==> src/rtl/master_track_fsm.sv <==
// Recorder mode controller: key edge detection, IDLE/RECORD/PLAYBACK/RESTART/PAUSE sequencing,
// song time counter and per-track recorded lengths.
module master_track_fsm #(
  parameter int unsigned NUM_TRACKS  = 4,
  parameter int unsigned TIMER_WIDTH = 20,
  localparam int unsigned TW = (NUM_TRACKS > 1) ? $clog2(NUM_TRACKS) : 1
) (
  input  logic                   clk,
  input  logic                   resetn,
  input  logic                   tick,
  input  logic                   key_space,
  input  logic                   key_backslash,
  input  logic                   key_r,
  input  logic                   key_p,
  input  logic [NUM_TRACKS-1:0]  key_track,
  input  logic                   loop_en,
  output logic [2:0]             current_state,
  output logic                   timer_enable,
  output logic [TIMER_WIDTH-1:0] time_count,
  output logic [TW-1:0]          active_track,
  output logic [TIMER_WIDTH-1:0] track_length,
  output logic                   len_wr,
  output logic                   play_done
);

  typedef enum logic [2:0] {
    StIdle     = 3'd0,
    StRecord   = 3'd1,
    StPlayback = 3'd2,
    StRestart  = 3'd3,
    StPause    = 3'd4
  } state_e;

  state_e                 state_q, state_d;
  logic [TIMER_WIDTH-1:0] time_q, time_d;
  logic [TW-1:0]          active_q, active_d;
  logic [TIMER_WIDTH-1:0] len_q [NUM_TRACKS];
  logic [TIMER_WIDTH-1:0] len_d [NUM_TRACKS];
  logic [TIMER_WIDTH-1:0] track_length_q;
  logic                   len_wr_q, len_wr_d;
  logic                   play_done_q, play_done_d;

  // Key history; cleared at reset so keys held through reset release yield one edge.
  logic                  space_q, backslash_q, r_q, p_q;
  logic [NUM_TRACKS-1:0] track_q;

  logic                  e_space, e_backslash, e_r, e_p;
  logic [NUM_TRACKS-1:0] e_track;
  logic                  trk_any;
  logic [TW-1:0]         trk_sel;
  logic                  time_max;
  logic                  track_end;

  assign e_space     = key_space & ~space_q;
  assign e_backslash = key_backslash & ~backslash_q;
  assign e_r         = key_r & ~r_q;
  assign e_p         = key_p & ~p_q;
  assign e_track     = key_track & ~track_q;

  assign time_max  = (time_q == {TIMER_WIDTH{1'b1}});
  assign track_end = (time_q >= len_q[active_q]);

  // Lowest set bit of the track edge vector wins; scan downwards so it is assigned last.
  always_comb begin
    trk_any = 1'b0;
    trk_sel = '0;
    for (int i = int'(NUM_TRACKS) - 1; i >= 0; i--) begin
      if (e_track[i]) begin
        trk_any = 1'b1;
        trk_sel = TW'(i);
      end
    end
  end

  always_comb begin
    state_d     = state_q;
    time_d      = time_q;
    active_d    = active_q;
    len_d       = len_q;
    len_wr_d    = 1'b0;
    play_done_d = 1'b0;

    case (state_q)
      StIdle: begin
        if (e_space) begin
          state_d = StRecord;
          time_d  = '0;
        end
      end

      StRecord: begin
        // The stop captures the count before any same-cycle tick is applied.
        if (e_backslash || (tick && time_max)) begin
          len_d[active_q] = time_q;
          len_wr_d        = 1'b1;
          time_d          = '0;
          state_d         = StPlayback;
        end else if (tick) begin
          time_d = time_q + TIMER_WIDTH'(1);
        end
      end

      StPlayback: begin
        if (e_r) begin
          state_d = StRestart;
        end else if (e_space) begin
          state_d = StRecord;
          time_d  = '0;
        end else if (e_p) begin
          state_d = StPause;
        end else if (trk_any) begin
          active_d = trk_sel;
          state_d  = StRestart;
        end else if (tick) begin
          if (track_end) begin
            play_done_d = 1'b1;
            time_d      = '0;
            if (!loop_en) begin
              state_d = StIdle;
            end
          end else begin
            time_d = time_q + TIMER_WIDTH'(1);
          end
        end
      end

      StRestart: begin
        time_d  = '0;
        state_d = StPlayback;
      end

      StPause: begin
        if (e_r) begin
          state_d = StRestart;
        end else if (e_space) begin
          state_d = StRecord;
          time_d  = '0;
        end else if (e_p) begin
          state_d = StPlayback;
        end
      end

      default: begin
        state_d = StIdle;
      end
    endcase
  end

  always_ff @(posedge clk or negedge resetn) begin
    if (!resetn) begin
      state_q        <= StIdle;
      time_q         <= '0;
      active_q       <= '0;
      len_q          <= '{default: '0};
      track_length_q <= '0;
      len_wr_q       <= 1'b0;
      play_done_q    <= 1'b0;
      space_q        <= 1'b0;
      backslash_q    <= 1'b0;
      r_q            <= 1'b0;
      p_q            <= 1'b0;
      track_q        <= '0;
    end else begin
      state_q        <= state_d;
      time_q         <= time_d;
      active_q       <= active_d;
      len_q          <= len_d;
      track_length_q <= len_d[active_d];
      len_wr_q       <= len_wr_d;
      play_done_q    <= play_done_d;
      space_q        <= key_space;
      backslash_q    <= key_backslash;
      r_q            <= key_r;
      p_q            <= key_p;
      track_q        <= key_track;
    end
  end

  assign current_state = state_q;
  assign timer_enable  = (state_q == StRecord) || (state_q == StPlayback);
  assign time_count    = time_q;
  assign active_track  = active_q;
  assign track_length  = track_length_q;
  assign len_wr        = len_wr_q;
  assign play_done     = play_done_q;

endmodule

==> config.mk <==
export PLATFORM = sky130hd
export DESIGN_NAME = master_track_fsm
export DESIGN_NICKNAME = d
export VERILOG_FILES = /design/src/rtl/master_track_fsm.sv
export SDC_FILE = /design/constraint.sdc
export NUM_CORES = 1
export LEC_CHECK = 0
export ABC_CLOCK_PERIOD_IN_PS = 8100
export BUFFER_PORTS_ARGS = -buffer_cell sky130_fd_sc_hd__buf_2
export CAP_MARGIN = 20
export CORE_MARGIN = 2
export CORE_UTILIZATION = 55
export CTS_BUF_LIST = sky130_fd_sc_hd__clkbuf_4
export DETAILED_ROUTE_END_ITERATION = 7
export GPL_TIMING_DRIVEN = 0
export HOLD_SLACK_MARGIN = 0.12
export PLACE_DENSITY = 0.75
export SLEW_MARGIN = 20
export SYNTH_ARGS = -nofsm -noshare
export SYNTH_HDL_FRONTEND = slang
export SYNTH_SLANG_ARGS = --single-unit
==> constraint.sdc <==
create_clock -name clk -period 8.1 [get_ports clk]
set_clock_uncertainty 0.1 [all_clocks]
set_input_delay 0.405 -clock clk [delete_from_list [all_inputs] [get_ports clk]]
set_output_delay 0.405 -clock clk [all_outputs]
set_load 0.02 [all_outputs]
==> impl_metrics.ini <==
[run_status]
status = finished, final reports clean

[clock_tree]
numCtsBuffers = 17
cts_tree = built
clock_path_buffers = 2
ctsHoldBuffers = 10
clock_latency_ns = 0.57
cts_num_sinks = 135
cts-root-buf = clkbuf_4
cts.clk_slew.worst_paths_ns = 0.12
cts_setup_buffers = 0
htree_levels = 4
ctsResizeCount = 0

[synthesis]
synth_area_leaders = dfrtp_1, mux2_2, mux4_2
synth.largest_area_cell = dfrtp_1
yosys-top-cells-count = dfrtp_1, mux2_2, nor2_1, o21ai_0, clkbuf_1
synth_top_area_frac = 0.473
syn_inst = 609
synth_warnings = 0
yosys.cell_count.top_type = dfrtp_1
synth_edf_count = 0
async_flop_share = 1.00
syn_avg_cell_area_um2 = 11.7
ys.flop_type = dfrtp_1
synthDistinctLibCells = 58
synth_seq_cells = 135
ys_seq_area_frac = 0.473
syn-cell-area_mm2 = 0.00714
synth_nets = 642

[timing]
timing.fmax_mhz = 216
slew_headroom = 0.304
drv_slew = 0
hold_viol = 0
fin_crit_ns = 4.62
finalCritPeriodShare = 0.571
fin_setup_tns_ns = 0
whs_ns = 0.210
rsz0062_at_grt = no
finalSetupViolations = 0
setup_slack_ns = 3.48
worstMarginPinSlew_ns = 1.04

[place]
dp_worst_setup_slack_ns = 3.53
io_buffer_count = 59
dpl_cell_area_mm2 = 0.00770
hpwl_um = 12300
gp_congestion = 0.918

[finish]
fillers = 1039
seqCellArea_mm2 = 0.00338
design_area_mm2 = 0.00816
syn2layout_area_growth_pct = 14.2
diodes = 0
utilization = 0.644
multiInputGateArea_mm2 = 0.00348
drive_gt1_frac = 0.317
final_nets = 731

[power]
irDropWorstVdd_uv = 185
power_density_mw_per_mm2 = 305
p_leak_uw = 0.00379

[die]
io_pins = 60
start_util = 0.564
coreArea_mm2 = 0.0127
die_width_um = 118
rows = 41
die_y_um = 118
fp.dieArea_mm2 = 0.0139

[critical_path]
end_kind = flip-flop
r2r_end = time_count[5]
path_class = flip-flop to flip-flop
r2r_cells = 12
r2r_start = active_track[0]
crit_arrival_ns = 4.96
rrSetupSlack_ns = 3.48
critPathMaxFanout = 10
crit_required_ns = 8.44
worst_setup_path_start_kind = flip-flop

[global_routing]
grt.overflow.total = 0
grtUsageTotal = 0.274
grt_pass1_vias = 5569
antenna_found_initial = 0
grt_pass1_wl_um = 29600
grt_max_degree = 96

[route]
wl_per_cell_um = 20.6
dr.pass1.iters = 7
vias = 5539
ant_nets = 0
wl_um = 18100
drcViolationCount = 0
routed_via_density = 6.28
drtIter0Drc = 501

[flow_run]
drv_cap = 0

[hold_path]
hold_path.class = input pin to async pin
-- layout by cell type (no fill, tap or decap), types with 15 or more instances in the layout --
master	n
buf_2	72
clkbuf_1	27
clkbuf_4	17
dfrtp_1	135
ha_1	21
inv_1	25
mux2_2	73
mux4_2	20
nand2_1	26
nor2_1	29
o21ai_0	29
o221a_2	19
o22a_1	20
o31ai_1	15
-- cell type report --
type,count,area share
multi-input cells,405,0.427
inverters,25,0.0115
clock buffers,17,0.0156
clock inverters,14,0.0284
plain buffers,44,0.0242
flip-flops and latches,135,0.414
well taps,172,0.0264
repair buffers,70,0.0531
-- metal layers --
layer  GRT usage  wire (µm)  vias to the layer above
li1            -          -                     2494
met1       0.371       7670                     2762
met2       0.440       8810                      250
met3      0.0538       1320                       33
met4       0.102        333                        0
met5           0          0                        -
-- power breakdown --
part	internal [µW]	switching (µW)	leakage (µW)	total, µW
Sequential	768	42.9	0.00182	811
Clock	302	250	0.000175	552
Combinational	443	684	0.00179	1130
-- worst max-delay path, stage by stage (launching register included) --
cell       delay (ns)
dfrtp_1          0.36
clkbuf_1         0.28
buf_1            0.82
mux4_2           0.60
inv_1            0.09
ha_1             0.16
nand2_1          0.06
o21a_1           0.25
a2111oi_2        0.73
clkbuf_1         0.45
a2111oi_0        0.20
o31ai_1          0.27
o41ai_1          0.12
-- metrics by stage --
| step | power [µW] | std cells |
|---|---|---|
| floorplan | 1600 | 609 |
| global placement | 1910 | 840 |
| detailed placement | 1940 | 841 |
| CTS | 2490 | 882 |
| global route | 2630 | 882 |
| finish | 2490 | 882 |
-- kinds of logic after synthesis --
logic type,after synthesis,synth area share
DFF,135,0.473
xor gates and xnor gates,2,0.00245
muxes,94,0.180
AOI/OAI and AO/OA,148,0.161
and+or+nand+nor,140,0.107
buffers and inverters,69,0.0406
adders and majority gates,21,0.0368
-- how the worst max path moves through the flow --
stage                                from              to  cells past startpoint
final                     active_track[0]   time_count[5]                     12
after global routing      active_track[0]   time_count[6]                     12
after CTS                 active_track[0]   time_count[9]                     12
after detailed placement  active_track[0]   time_count[9]                     12
after global placement    active_track[0]   time_count[9]                     12
after floorplan           active_track[0]  time_count[12]                     12
-- registers in the layout, summed over array words and instances (netlist names) --
name	cells
len_q	80
time_count	20
space_q	1
track_q	4
track_length	20
play_done	1
r_q	1
current_state	3
active_track	2
p_q	1
backslash_q	1
len_wr	1
(Power assumes the default switching activity.)
